===== src/rtl/genie_loader.sv =====
// Cheat-file loader: assembles 16-byte records from the download stream, buffers them
// in a 2-entry FIFO and presents each as a code word with a low-high-low strobe.
module genie_loader #(
  parameter int HOLD_CYCLES = 2
) (
  input  logic        clk,
  input  logic        reset,
  input  logic        cheat_download,
  input  logic        ioctl_wr,
  input  logic [24:0] ioctl_addr,
  input  logic [7:0]  ioctl_dout,
  output logic        ioctl_wait,
  output logic [37:0] code,
  output logic        codes_clear,
  output logic        overflow
);

  localparam int CW = (HOLD_CYCLES > 1) ? $clog2(HOLD_CYCLES) : 1;

  typedef struct packed {
    logic        cmp_en;
    logic [15:0] addr;
    logic [7:0]  compare;
    logic [7:0]  replace;
  } rec_t;

  typedef enum logic [1:0] {IDLE, STROBE, GAP} state_t;

  logic          dl_q;
  logic          rise, fall, accept, push_req, push, pop, full;
  rec_t          asm_q, asm_d;
  rec_t          mem_q [2];
  rec_t          mem_d [2];
  logic          wr_ptr_q, wr_ptr_d, rd_ptr_q, rd_ptr_d;
  logic [1:0]    count_q, count_d;
  logic          overflow_q, overflow_d;
  logic          codes_clear_q, codes_clear_d;
  state_t        state_q, state_d;
  logic [CW-1:0] cnt_q, cnt_d;
  logic          strobe_q, strobe_d;
  logic          enable_q, enable_d;
  rec_t          fields_q, fields_d;
  logic          unused_addr;

  assign unused_addr = ^ioctl_addr[24:4];

  assign rise     = cheat_download & ~dl_q;
  assign fall     = ~cheat_download & dl_q;
  assign accept   = ioctl_wr & cheat_download;
  assign push_req = accept & (ioctl_addr[3:0] == 4'hF) & ~rise;
  assign full     = (count_q == 2'd2);
  assign pop      = (state_q == IDLE) & (count_q != 2'd0) & ~rise;
  // A pop in the same cycle frees the slot, so a full FIFO still takes the push.
  assign push     = push_req & (~full | pop);

  assign ioctl_wait  = full;
  assign code        = {3'b000, strobe_q, enable_q, fields_q};
  assign codes_clear = codes_clear_q;
  assign overflow    = overflow_q;

  always_comb begin
    asm_d         = asm_q;
    mem_d         = mem_q;
    wr_ptr_d      = wr_ptr_q;
    rd_ptr_d      = rd_ptr_q;
    count_d       = count_q;
    overflow_d    = overflow_q | (push_req & full & ~pop);
    codes_clear_d = rise;

    if (rise || fall)
      asm_d = '0;
    if (accept) begin
      case (ioctl_addr[3:0])
        4'd0:    asm_d.cmp_en     = ioctl_dout[0];
        4'd4:    asm_d.addr[7:0]  = ioctl_dout;
        4'd5:    asm_d.addr[15:8] = ioctl_dout;
        4'd8:    asm_d.compare    = ioctl_dout;
        4'd12:   asm_d.replace    = ioctl_dout;
        default: ;
      endcase
    end

    if (push) begin
      mem_d[wr_ptr_q] = asm_q;
      wr_ptr_d        = ~wr_ptr_q;
    end
    if (pop)
      rd_ptr_d = ~rd_ptr_q;
    case ({push, pop})
      2'b10:   count_d = count_q + 2'd1;
      2'b01:   count_d = count_q - 2'd1;
      default: count_d = count_q;
    endcase

    if (rise) begin
      wr_ptr_d   = 1'b0;
      rd_ptr_d   = 1'b0;
      count_d    = 2'd0;
      overflow_d = 1'b0;
    end
  end

  always_comb begin
    state_d  = state_q;
    cnt_d    = cnt_q;
    strobe_d = strobe_q;
    enable_d = enable_q;
    fields_d = fields_q;

    case (state_q)
      IDLE: begin
        if (pop) begin
          fields_d = mem_q[rd_ptr_q];
          enable_d = 1'b1;
          strobe_d = 1'b1;
          cnt_d    = CW'(HOLD_CYCLES - 1);
          state_d  = STROBE;
        end
      end
      STROBE: begin
        if (cnt_q == '0) begin
          strobe_d = 1'b0;
          state_d  = GAP;
        end else begin
          cnt_d = cnt_q - CW'(1);
        end
      end
      GAP: begin
        strobe_d = 1'b0;
        state_d  = IDLE;
      end
      default: state_d = IDLE;
    endcase

    // A new download abandons the code in flight but keeps its fields on the bus.
    if (rise) begin
      state_d  = IDLE;
      strobe_d = 1'b0;
    end
  end

  always_ff @(posedge clk or posedge reset) begin
    if (reset) begin
      dl_q          <= 1'b0;
      asm_q         <= '0;
      mem_q[0]      <= '0;
      mem_q[1]      <= '0;
      wr_ptr_q      <= 1'b0;
      rd_ptr_q      <= 1'b0;
      count_q       <= 2'd0;
      overflow_q    <= 1'b0;
      codes_clear_q <= 1'b0;
      state_q       <= IDLE;
      cnt_q         <= '0;
      strobe_q      <= 1'b0;
      enable_q      <= 1'b0;
      fields_q      <= '0;
    end else begin
      dl_q          <= cheat_download;
      asm_q         <= asm_d;
      mem_q         <= mem_d;
      wr_ptr_q      <= wr_ptr_d;
      rd_ptr_q      <= rd_ptr_d;
      count_q       <= count_d;
      overflow_q    <= overflow_d;
      codes_clear_q <= codes_clear_d;
      state_q       <= state_d;
      cnt_q         <= cnt_d;
      strobe_q      <= strobe_d;
      enable_q      <= enable_d;
      fields_q      <= fields_d;
    end
  end

endmodule

===== config.mk =====
export PLATFORM = sky130hd
export DESIGN_NAME = genie_loader
export DESIGN_NICKNAME = d
export VERILOG_FILES = /design/src/rtl/genie_loader.sv
export SDC_FILE = /design/constraint.sdc
export NUM_CORES = 1
export LEC_CHECK = 0
export ABC_AREA = 1
export BUFFER_PORTS_ARGS = -buffer_cell sky130_fd_sc_hd__buf_2
export CAP_MARGIN = 15
export CORE_ASPECT_RATIO = 1.75
export CORE_UTILIZATION = 50
export CTS_BUF_LIST = sky130_fd_sc_hd__clkbuf_2 sky130_fd_sc_hd__clkbuf_4 sky130_fd_sc_hd__clkbuf_8
export DETAILED_ROUTE_END_ITERATION = 7
export MAX_ROUTING_LAYER = met4
export PLACE_DENSITY_LB_ADDON = 0.15
export SLEW_MARGIN = 25
export SYNTH_ARGS = -nofsm -noshare
export SYNTH_HDL_FRONTEND = slang
export SYNTH_SLANG_ARGS = --single-unit

===== constraint.sdc =====
create_clock -name clk -period 4.9 [get_ports clk]
set_input_delay 0.98 -clock clk [delete_from_list [all_inputs] [get_ports clk]]
set_output_delay 0.98 -clock clk [all_outputs]
set_load 0.01 [all_outputs]

==> results of run 1 <==
## cell type report
cell class	instances	area [um^2]	area share
clock inverters	14	190	0.0285
well taps	135	169	0.0254
inverters	57	219	0.0329
multi-input cells	428	1920	0.289
clock buffers	18	248	0.0372
repair buffers	59	310	0.0466
flip-flops and latches	144	3600	0.541
## power by group through the flow
stage,combinational (uW),clock (uW),sequential [uW]
2_1_floorplan,456,0,1490
3_3_place_gp,717,0,1440
3_5_place_dp,732,0,1440
4_1_cts,735,1030,1420
5_1_grt,831,1090,1440
6_report,720,1010,1420
## worst reg2reg max path: cells and delay by family (launching register included)
| kind | cells | cell delay [ns] |
|---|---|---|
| fa+ha+maj | 1 | 0.29 |
| buf+inv | 4 | 1.01 |
| simple gates | 6 | 0.66 |
| flops | 1 | 0.37 |
## synthesized netlist by cell type, drive strengths merged
master,n,area (um^2)
nand2,226,861
dfrtp,144,3600
o21ai,138,691
inv,57,214
nand3,41,218
buf,21,144
clkbuf,19,71.3
nor2,11,56.3
ha,3,37.5
a21oi,1,5.00
a2bb2oi,1,8.76
a31oi,1,6.26
conb,1,3.75
nor3,1,10.0
or2,1,6.26
xor2,1,8.76
## stage by stage
stage / util / hold slack (ns)
floorplan: - / 0.437
global placement: 0.537 / 0.448
detailed placement: 0.537 / 0.454
CTS: 0.575 / 0.473
global route: 0.575 / 0.494
finish: 0.575 / 0.469
## state kept, by name, indices dropped and copies added, names as in the netlist, 2 cells and up
name,flops
mem_q,66
state_q,2
asm_q,33
count_q,2
code,33
## cells in the final DEF, fill, tap and decap left out
cell type / n
sky130_fd_sc_hd__nor2_4: 2
sky130_fd_sc_hd__a2bb2oi_1: 1
sky130_fd_sc_hd__ha_2: 1
sky130_fd_sc_hd__conb_1: 3
sky130_fd_sc_hd__buf_2: 53
sky130_fd_sc_hd__buf_4: 6
sky130_fd_sc_hd__clkbuf_8: 18
sky130_fd_sc_hd__clkinv_2: 4
sky130_fd_sc_hd__nand3_4: 1
sky130_fd_sc_hd__a31oi_1: 1
sky130_fd_sc_hd__inv_6: 1
sky130_fd_sc_hd__nor3_2: 1
sky130_fd_sc_hd__nand2_4: 1
sky130_fd_sc_hd__nor2_1: 9
sky130_fd_sc_hd__nand3_1: 40
sky130_fd_sc_hd__ha_1: 2
sky130_fd_sc_hd__o21ai_1: 13
sky130_fd_sc_hd__a21oi_1: 1
sky130_fd_sc_hd__inv_1: 53
sky130_fd_sc_hd__xor2_1: 1
sky130_fd_sc_hd__or2_2: 1
sky130_fd_sc_hd__nand2_2: 2
sky130_fd_sc_hd__inv_2: 3
sky130_fd_sc_hd__bufinv_16: 4
sky130_fd_sc_hd__nand2_1: 223
sky130_fd_sc_hd__o21ai_0: 125
sky130_fd_sc_hd__clkinv_4: 4
sky130_fd_sc_hd__dfrtp_1: 144
sky130_fd_sc_hd__clkinvlp_4: 2
## worst min path at each step
stage | from | slack [ns] | depth (start not counted) | to
global placement | mem_q[43]$_DFFE_PP0P_ | 0.45 | 2 | mem_q[43]$_DFFE_PP0P_
floorplan | mem_q[33]$_DFFE_PP0P_ | 0.44 | 2 | mem_q[33]$_DFFE_PP0P_
detailed placement | mem_q[64]$_DFFE_PP0P_ | 0.45 | 2 | mem_q[64]$_DFFE_PP0P_
CTS | mem_q[42]$_DFFE_PP0P_ | 0.47 | 2 | mem_q[42]$_DFFE_PP0P_
finish | enable_q$_DFFE_PP0P_ | 0.47 | 1 | enable_q$_DFFE_PP0P_
global route | enable_q$_DFFE_PP0P_ | 0.49 | 1 | enable_q$_DFFE_PP0P_
## routing by layer
| metal | vias up | part of all wire | track usage |
|---|---|---|---|
| met2 | 103 | 0.51 | 0.374 |
| met3 | 11 | 0.041 | 0.0458 |
| li1 | 2190 | - | - |
| met4 | 0 | 0.011 | 0.0636 |
| met1 | 2080 | 0.44 | 0.273 |
| met5 | - | 0 | - |
## cell families after synthesis
group | synth area share
XOR/XNOR | 0.00147
AO/OA/AOI/OAI | 0.120
adder cells (fa/ha/maj) | 0.00632
buffers and inverters | 0.0722
other | 0.000631
AND/OR/NAND/NOR | 0.194
flip-flops | 0.606
==> summary.md, run 1 <==
| Metric | Value |
|---|---|
| Unrepaired setup endpoints after global routing | false |
| Switching fraction of total power | 0.316 |
| Area Growth Syn to Fin | 12.1% |
| Filler-free cell count of the finished design | around 860 |
| Worst slew pin tran | 0.724 ns |
| Family of cells with the greatest summed delay on the critical path | buffers and inverters |
| CTS sink cnt | roughly 140 |
| Vias in the first global route | 4311 |
| Number of rows created at floorplan | between 50 and 60 |
| Worst-Skew Late Latency | 0.43 ns |
| Worst endpoint data arrival time | slightly below 3 ns |
| Total count of hold-check failures in the final report | 0 |
| End of the worst register-to-register path | mem_q[33]$_DFFE_PP0P_ |
| Post-synthesis average cell area | about 9 um^2 |
| Summed negative setup slack over all endpoints | 0 ns |
| Count of yosys warnings during synthesis | 0 |
| Status | finished with violations |
| Post-CTS setup-driven buffer insertion count | 0 |
| Internal | roughly 2200 uW |
| # resized after CTS | 0 |
| Minimum clock period | ~2.7 ns |
| Worst-case clock buffer depth | 2 |
| Number of vias per cell | 5.13 |
| First-pass GRT wire length | roughly 21 mm |
| Final Wtd Congestion | between 0.7 and 0.8 |
| Final instance area | ~6700 um^2 |
| Pre-antenna DRT Iters | 8 |
| Least setup slack across all paths after layout | ~2.2 ns |
| Area after DPL | just over 6000 um^2 |
| Critical path cell sequence | buf_2 -> ha_2 -> nor2_1 -> nand2_1 -> inv_2 -> nand2_4 -> nor2_4 -> buf_4 -> inv_2 -> nand2_1 -> nand2_1 |
| Most Frequent Cell on Critical Path | sky130_fd_sc_hd__nand2_1 |
| Number of gates on the worst path with buffers counted | 11 |
| CTS HTree Levels | 4 |
| Overall via count from detail_route | ~4.4k |
| Maximum number of pins on one net before global-route repair | 71 |
| Final Net Count | 747 |
| Termination of the worst setup path | mem_q[33]$_DFFE_PP0P_ |
| Final critical-path share of the clock period | 0.544 |
| Proportion of power drawn by flip-flops and latches | 0.451 |
| Register-to-Register Setup Slack | ~2.5 ns |
| Mapped Area | 5940 um^2 |
| Psw | 996 uW |
| Die Y-Extent | ~150 um |
| Clock transition time at the flip-flop clock pins of the worst setup and hold paths | about 0.080 ns |
| Final Skew | 0.00834 ns |
| Number of violations reported at the end of detailed-routing iteration 0 | 244 |
| Slowest cell delay on critical path | ~0.4 ns |
| Post-synthesis sequential area ratio | 0.606 |
| Worst min-delay path category | reg -> reg |
| DIE WIDTH | 84.4 um |
| Share of total power in the clock network | 0.320 |
| Capturing element type of the critical path | register |
| Overall power of the completed layout | 3150 uW |
| Cells after Synth | 667 |
| Total detailed-routing wirelength | 12.1 mm |
| Type of origin of the critical path | input pin |
| Total Die Area | ~12000 um^2 |
| Boundary Pins | 78 |
| Classification of the worst setup path | in -> reg |
| Final max-slew violation count | 0 |
| Unique cell type count in the Yosys netlist | 25 |
| Hold-fix buffers, CTS | 0 |
| Antenna diode count | 0 |
| Start of the worst register-to-register path | dl_q$_DFF_PP0_ |
| Fraction of power consumed by combinational cells | 0.229 |
| Flip-flop and latch count after synthesis | 144 |
| Data required time at the worst endpoint | ~5.2 ns |
| Clk root buf | sky130_fd_sc_hd__clkbuf_8 |
| Antenna violations before repair | 0 |
| Placeable core region | roughly 12000 um^2 |
| Total congestion overflow after global routing | 0 |
| Number of remaining DRC errors | 10 |
| CTS tree | yes |
| Number of maximum-capacitance violations | 0 |
| Sum of buffers and inverters on the critical path | 4 |
| Final-report setup violation count | 0 |
| Average routed wire per standard cell | 14.2 um |
| Static leakage | about 0.0034 uW |
| Number of cells in the design after placement | 823 |
| IR Drop Worst-Case VDD | between 0.0002 and 0.0003 V |
| Reg2Reg Depth | 11 |
| Starting density of the core | 0.513 |
| Cell with the biggest individual delay on the critical path | sky130_fd_sc_hd__inv_2 |
| Layout cell share with drive strength beyond 1 | 0.144 |
| Violations in the final reports | design-rule violations |
| Maximum net fanout on the critical path | 34 |
| Clock buffers created by TritonCTS | 17 |
| Port Buf Inserts | between 50 and 60 |
| Count of filler cells inserted in the layout | 1049 |
| Antenna violation net count after detailed routing | 0 |
| Achievable Freq | ~380 MHz |
| Startpoint of the most critical setup path | cheat_download |
| Overall fraction of global-route tracks in use | 0.223 |
| Detailed placer's ending HPWL | 7.51 mm |
| Setup slack after placement | 1.68 ns |
| Relative slew slack | 0.517 |
| Power density over the cells | around 470 nW/um^2 |
Power figures use the tool's default switching activity.
==> inputs of run 2 (changes only) <==
--- a/config.mk
+++ b/config.mk
@@ -5,7 +5,7 @@
 export SDC_FILE = /design/constraint.sdc
 export NUM_CORES = 1
 export LEC_CHECK = 0
-export ABC_AREA = 1
+export ABC_AREA = 0
 export BUFFER_PORTS_ARGS = -buffer_cell sky130_fd_sc_hd__buf_2
 export CAP_MARGIN = 15
 export CORE_ASPECT_RATIO = 1.75
==> constraint.sdc (replaced) <==
create_clock -name clk -period 2.6 [get_ports clk]
set_input_delay 0.52 -clock clk [delete_from_list [all_inputs] [get_ports clk]]
set_output_delay 0.52 -clock clk [all_outputs]
set_load 0.01 [all_outputs]
==> run 2 against run 1 <==
- the run now ends clean
- die area up 5.7%
- synthesized cell count down 28%
- clock power up 83%
- clock skew up 0.00055 ns
- non-clock buffer count up 10
- first-iteration DRC count down 37%
- sequential power up 71%
- final area up 6.9%
- combinational power down 33%
- register-to-register slack worse by 2.1 ns
- final cell count down 17%
- critical path type is now reg -> reg
- critical endpoint is now mem_q[7]$_DFFE_PP0P_
==> summary.md, run 2 <==
| Metric | Value |
|---|---|
| Status | finished clean |
| CTS sink cnt | 144 |
| DIE WIDTH | 86.8 um |
| # resized after CTS | 0 |
| Flip-flop and latch count after synthesis | 144 |
| Type of origin of the critical path | register |
| Reg2Reg Depth | 6 |
| Antenna diode count | 0 |
| CTS tree | yes |
| Data required time at the worst endpoint | approximately 2.9 ns |
| Classification of the worst setup path | reg -> reg |
| Pre-antenna DRT Iters | 4 |
| Antenna violations before repair | 0 |
| Cells after Synth | between 400 and 500 |
| Hold-fix buffers, CTS | 0 |
| Placeable core region | ~12000 um^2 |
| Worst-case clock buffer depth | 2 |
| Die Y-Extent | about 150 um |
| Total Die Area | about 13000 um^2 |
| Final Skew | roughly 0.0089 ns |
| Maximum number of pins on one net before global-route repair | 37 |
| Power density over the cells | ~670 nW/um^2 |
| Number of maximum-capacitance violations | 0 |
| Share of the synthesized area in the top cell type | 0.573 |
| Total congestion overflow after global routing | 0 |
| Unique cell type count in the Yosys netlist | 47 |
| Average routed wire per standard cell | 18.0 um |
| Capturing element type of the critical path | register |
| IR Drop Worst-Case VDD | 0.000377 V |
| Mapped Area | ~6300 um^2 |
| Static leakage | approximately 0.0035 uW |
| Relative slew slack | 0.521 |
| Worst slew pin tran | a little over 0.7 ns |
| Area Growth Syn to Fin | 13.3% |
| Clock transition time at the flip-flop clock pins of the worst setup and hold paths | about 0.080 ns |
| Startpoint of the most critical setup path | state_q[0]$_DFFE_PP0P_ |
| Register with the highest flop count | mem_q |
| Worst endpoint data arrival time | ~2.5 ns |
| Count of filler cells inserted in the layout | 1035 |
| Count of yosys warnings during synthesis | 0 |
| Post-synthesis sequential area ratio | 0.573 |
| Port Buf Inserts | 53 |
| Number of vias per cell | ~5.4 |
| Post-synthesis average cell area | between 10 and 15 um^2 |
| Commonest non-fill, non-tap cell in the layout | sky130_fd_sc_hd__dfrtp_1 |
| Total detailed-routing wirelength | 12.8 mm |
| Layout cell share with drive strength beyond 1 | 0.321 |
| Number of rows created at floorplan | 53 |
| Most frequent cells after synthesis | 144 x sky130_fd_sc_hd__dfrtp_1, 67 x sky130_fd_sc_hd__o21ai_0, 66 x sky130_fd_sc_hd__mux2i_1 |
| Final Net Count | between 500 and 600 |
| Area after DPL | ~6700 um^2 |
| Final instance area | between 7000 and 8000 um^2 |
| Most instantiated flip-flop cell in the synthesis netlist | sky130_fd_sc_hd__dfrtp_1 |
| Clock buffers created by TritonCTS | 17 |
| Register-to-Register Setup Slack | 0.39 ns |
| Number of violations reported at the end of detailed-routing iteration 0 | about 150 |
| Detailed placer's ending HPWL | around 8.4 mm |
| Overall fraction of global-route tracks in use | 0.222 |
| Leading cell type by number of instances after synthesis | sky130_fd_sc_hd__dfrtp_1 |
| Minimum clock period | 2.21 ns |
| Boundary Pins | between 70 and 80 |
| Final-report setup violation count | 0 |
| Count of flip-flops with a built-in enable after synthesis | 0 |
| Post-CTS setup-driven buffer insertion count | 0 |
| Summed negative setup slack over all endpoints | 0 ns |
| Clk root buf | sky130_fd_sc_hd__clkbuf_8 |
| Worst-Skew Late Latency | 0.43 ns |
| Antenna violation net count after detailed routing | 0 |
| Unrepaired setup endpoints after global routing | false |
| Ranking of synthesized cells by area | sky130_fd_sc_hd__dfrtp_1 57%, sky130_fd_sc_hd__mux2i_1 11%, sky130_fd_sc_hd__mux2_4 7.2%, sky130_fd_sc_hd__mux2_2 6.3%, sky130_fd_sc_hd__o21ai_0 5.3% |
| Asr flop ratio synth | 1.00 |
| Final Wtd Congestion | slightly below 0.8 |
| Achievable Freq | ~450 MHz |
| First-pass GRT wire length | roughly 21 mm |
| Overall via count from detail_route | between 3k and 4k |
| Starting density of the core | 0.518 |
| Final critical-path share of the clock period | 0.851 |
| Biggest area consumer among synthesized cells | sky130_fd_sc_hd__dfrtp_1 |
| Maximum net fanout on the critical path | 33 |
| Commonest cells after routing, fill and taps aside | 143 x sky130_fd_sc_hd__dfrtp_1, 67 x sky130_fd_sc_hd__o21ai_0, 66 x sky130_fd_sc_hd__mux2i_1, 53 x sky130_fd_sc_hd__buf_2 |
| CTS HTree Levels | 4 |
| Final max-slew violation count | 0 |
| Total count of hold-check failures in the final report | 0 |
| Worst min-delay path category | in -> async |
| Vias in the first global route | 4051 |
| Max reg flops | 66 |
| Number of remaining DRC errors | 0 |
| Start of the worst register-to-register path | state_q[0]$_DFFE_PP0P_ |
run 2: final cells by class:
type                    count  area [um^2]  area share
flip-flops and latches    144         3600       0.506
clock buffers              22          290      0.0407
clock inverters            10          134      0.0188
well taps                 165          206      0.0290
repair buffers             69          435      0.0611
multi-input cells         288         2390       0.336
inverters                  15         60.1     0.00843
run 2: metal layers:
layer	vias to the layer above	GRT usage	routed length, um
met4	0	0.0608	137
met2	57	0.381	6980
met1	2017	0.262	5400
met3	11	0.0477	290
met5	-	-	0
li1	1792	-	-
run 2: worst max-delay path, stage by stage (launching register included):
cell and delay, ns:
sky130_fd_sc_hd__dfrtp_1 0.41, sky130_fd_sc_hd__inv_1 0.07, sky130_fd_sc_hd__ha_1 0.41, sky130_fd_sc_hd__nand2b_4 0.13
sky130_fd_sc_hd__a2111o_2 0.52, sky130_fd_sc_hd__buf_12 0.21, sky130_fd_sc_hd__mux2_4 0.33
run 2: worst paths after layout:
path / to
worst max-delay path: mem_q[7]$_DFFE_PP0P_
worst min-delay path: overflow$_DFF_PP0_
min in group clk: dl_q$_DFF_PP0_
worst min register to register: enable_q$_DFFE_PP0P_
max in group asynchronous: mem_q[61]$_DFFE_PP0P_
worst max register to register: mem_q[7]$_DFFE_PP0P_
run 2: cells by family after synthesis:
group	after synthesis	synth area share
flip-flops	144	0.573
other	1	0.000596
AO/OA/AOI/OAI	85	0.0764
AND/OR/NAND/NOR	64	0.0531
XOR/XNOR	1	0.00139
buffers and inverters	51	0.0485
adder cells (fa/ha/maj)	3	0.00597
multiplexers	132	0.241
run 2: stage by stage:
step | instances | worst slack, ns | hold WS, ns | util | total power (uW)
floorplan | 483 | 0.275 | 0.436 | - | 2760
global placement | 681 | 0.326 | 0.446 | 0.552 | 2950
detailed placement | 681 | 0.253 | 0.447 | 0.552 | 2970
CTS | 713 | 0.377 | 0.208 | 0.587 | 4820
global route | 713 | 0.276 | 0.211 | 0.587 | 4980
finish | 713 | 0.388 | 0.189 | 0.587 | 4770
run 2: power breakdown:
part	leakage, uW	total, uW	internal (uW)	switching, uW
clock	0.000215	1850	1040	810
sequential	0.00194	2430	2370	64.8
combinational	0.00133	484	184	300
==> inputs of run 3 (changes only) <==
==> constraint.sdc (replaced) <==
create_clock -name clk -period 2.64 [get_ports clk]
set_input_delay 0.528 -clock clk [delete_from_list [all_inputs] [get_ports clk]]
set_output_delay 0.528 -clock clk [all_outputs]
set_load 0.01 [all_outputs]
==> run 3 against run 2 <==
- clock skew is 0.00082 ns higher
- final area is 0.76% lower
- utilization is 0.44 points lower
- worst hold slack better by 0.041 ns
- via count is 0.44% lower
- worst setup slack better by 0.057 ns
- largest cell class unchanged
==> summary.md, run 3 (synthesis gave the netlist of run 2 again) <==
| Metric | Value |
|---|---|
| Status | finished clean |
| Final Net Count | 575 |
| Fraction of power consumed by combinational cells | 0.106 |
| Max reg flops | 66 |
| Overall via count from detail_route | between 3k and 4k |
| Achievable Freq | approximately 460 MHz |
| Data required time at the worst endpoint | between 2 and 3 ns |
| Worst-case clock buffer depth | 2 |
| Static leakage | about 0.0035 uW |
| Total congestion overflow after global routing | 0 |
| Proportion of power drawn by flip-flops and latches | 0.532 |
| Commonest cells after routing, fill and taps aside | 143 x sky130_fd_sc_hd__dfrtp_1, 67 x sky130_fd_sc_hd__o21ai_0, 66 x sky130_fd_sc_hd__mux2i_1, 53 x sky130_fd_sc_hd__buf_2 |
| Power density over the cells | 637 nW/um^2 |
| Worst min-delay path category | in -> async |
| Average routed wire per standard cell | approximately 18 um |
| Type of origin of the critical path | register |
| First-pass GRT wire length | between 20 and 25 mm |
| Hold-fix buffers, CTS | 0 |
| Count of filler cells inserted in the layout | just over 1k |
| Clk root buf | sky130_fd_sc_hd__clkbuf_8 |
| Number of remaining DRC errors | 0 |
| Final Wtd Congestion | between 0.7 and 0.8 |
| DIE WIDTH | between 80 and 90 um |
| Final-report setup violation count | 0 |
| Antenna violation net count after detailed routing | 0 |
| Setup slack after placement | roughly 0.23 ns |
| Vias in the first global route | roughly 4.1k |
| Total detailed-routing wirelength | between 10 and 15 mm |
| Commonest non-fill, non-tap cell in the layout | sky130_fd_sc_hd__dfrtp_1 |
| Unrepaired setup endpoints after global routing | false |
| Clock transition time at the flip-flop clock pins of the worst setup and hold paths | 0.08 ns |
| Die Y-Extent | 150 um |
| Number of rows created at floorplan | 53 |
| Final max-slew violation count | 0 |
| Area Growth Syn to Fin | 12.4% |
| Worst-Skew Late Latency | 0.43 ns |
| Minimum clock period | about 2.2 ns |
| Psw | between 1000 and 1500 uW |
| Maximum net fanout on the critical path | 33 |
| Antenna diode count | 0 |
| IR Drop Worst-Case VDD | around 0.00033 V |
| Share of total power in the clock network | 0.362 |
| Port Buf Inserts | 53 |
| Final Skew | 0.00971 ns |
| Register with the highest flop count | mem_q |
| Classification of the worst setup path | reg -> reg |
| CTS HTree Levels | 4 |
| Starting density of the core | 0.518 |
| Placeable core region | roughly 12000 um^2 |
| Number of vias per cell | 5.42 |
| Summed negative setup slack over all endpoints | 0 ns |
| Total Die Area | 13000 um^2 |
| Layout cell share with drive strength beyond 1 | 0.320 |
| Pre-antenna DRT Iters | 4 |
| # resized after CTS | 0 |
| Maximum number of pins on one net before global-route repair | 37 |
| Final critical-path share of the clock period | 0.831 |
| Antenna violations before repair | 0 |
| CTS tree | yes |
| Relative slew slack | 0.485 |
| Clock buffers created by TritonCTS | 17 |
| Number of violations reported at the end of detailed-routing iteration 0 | ~130 |
| Switching fraction of total power | 0.251 |
| Least setup slack across all paths after layout | 0.445 ns |
| Boundary Pins | approximately 80 |
| Worst slew pin tran | between 0.7 and 0.8 ns |
| Overall fraction of global-route tracks in use | 0.226 |
| Total count of hold-check failures in the final report | 0 |
| Number of maximum-capacitance violations | 0 |
| Capturing element type of the critical path | register |
| Detailed placer's ending HPWL | around 8.5 mm |
| Worst endpoint data arrival time | between 2 and 3 ns |
| CTS sink cnt | about 140 |
| Internal | 3370 uW |
| Overall power of the completed layout | 4500 uW |
| Post-CTS setup-driven buffer insertion count | 0 |
## run 3: changes by cell type in the layout (fill, tap and decap cells not counted), sizes merged
cell      previous run  this run
bufinv               3         1
clkbuf              22        25
clkinv               5         4
clkinvlp             3         2
## run 3: area by class of cell
cell class	instances	area, um^2	share of cell area
clock buffer	25	313	0.0442
sequential	144	3600	0.510
multi-input combinational	288	2390	0.339
timing repair buffer	69	435	0.0616
clock inverter	6	57.6	0.00814
tap	165	206	0.0292
inverter	15	60.1	0.00849
## run 3: power groups by stage
stage | logic, uW | registers [uW] | clock network [uW]
3_3_place_gp | 473 | 2430 | 0
5_1_grt | 531 | 2420 | 1760
2_1_floorplan | 241 | 2480 | 0
3_5_place_dp | 483 | 2440 | 0
4_1_cts | 485 | 2400 | 1670
6_report | 475 | 2400 | 1630
## run 3: final timing paths
| kind | from | endpoint | slack, ns | cells after the start |
|---|---|---|---|---|
| hold reg to reg | enable_q$_DFFE_PP0P_ | enable_q$_DFFE_PP0P_ | 0.47 | 1 |
| setup / recovery | state_q[1]$_DFFE_PP0P_ | mem_q[33]$_DFFE_PP0P_ | 0.44 | 6 |
| min in group clk | cheat_download | dl_q$_DFF_PP0_ | 0.31 | 1 |
| hold / removal | reset | count_q[1]$_DFFE_PP0P_ | 0.23 | 2 |
| setup reg to reg | state_q[1]$_DFFE_PP0P_ | mem_q[33]$_DFFE_PP0P_ | 0.44 | 6 |
| max in group asynchronous | reset | mem_q[24]$_DFFE_PP0P_ | 1.63 | 3 |
## run 3: critical path, cell delays in order (launching register included)
cell                        delay (ns)
sky130_fd_sc_hd__dfrtp_1          0.39
sky130_fd_sc_hd__inv_1            0.08
sky130_fd_sc_hd__ha_1             0.41
sky130_fd_sc_hd__nand2b_4         0.12
sky130_fd_sc_hd__a2111oi_4        0.42
sky130_fd_sc_hd__buf_12           0.27
sky130_fd_sc_hd__mux2_2           0.37
## run 3: metrics by stage
step / cell area (um^2) / std cells / util / hold slack [ns]
6_report: 7070 / 712 / 0.583 / 0.230
5_1_grt: 7070 / 712 / 0.583 / 0.248
4_1_cts: 7070 / 712 / 0.583 / 0.227
3_5_place_dp: 6700 / 681 / 0.552 / 0.450
3_3_place_gp: 6700 / 681 / 0.552 / 0.446
2_1_floorplan: 6300 / 483 / - / 0.436
## run 3: per-layer routing
metal	vias up	part of all wire	global-route usage
met4	0	0.023	0.0942
li1	1777	-	-
met2	68	0.53	0.373
met1	1997	0.42	0.270
met5	-	0	-
met3	18	0.023	0.0417
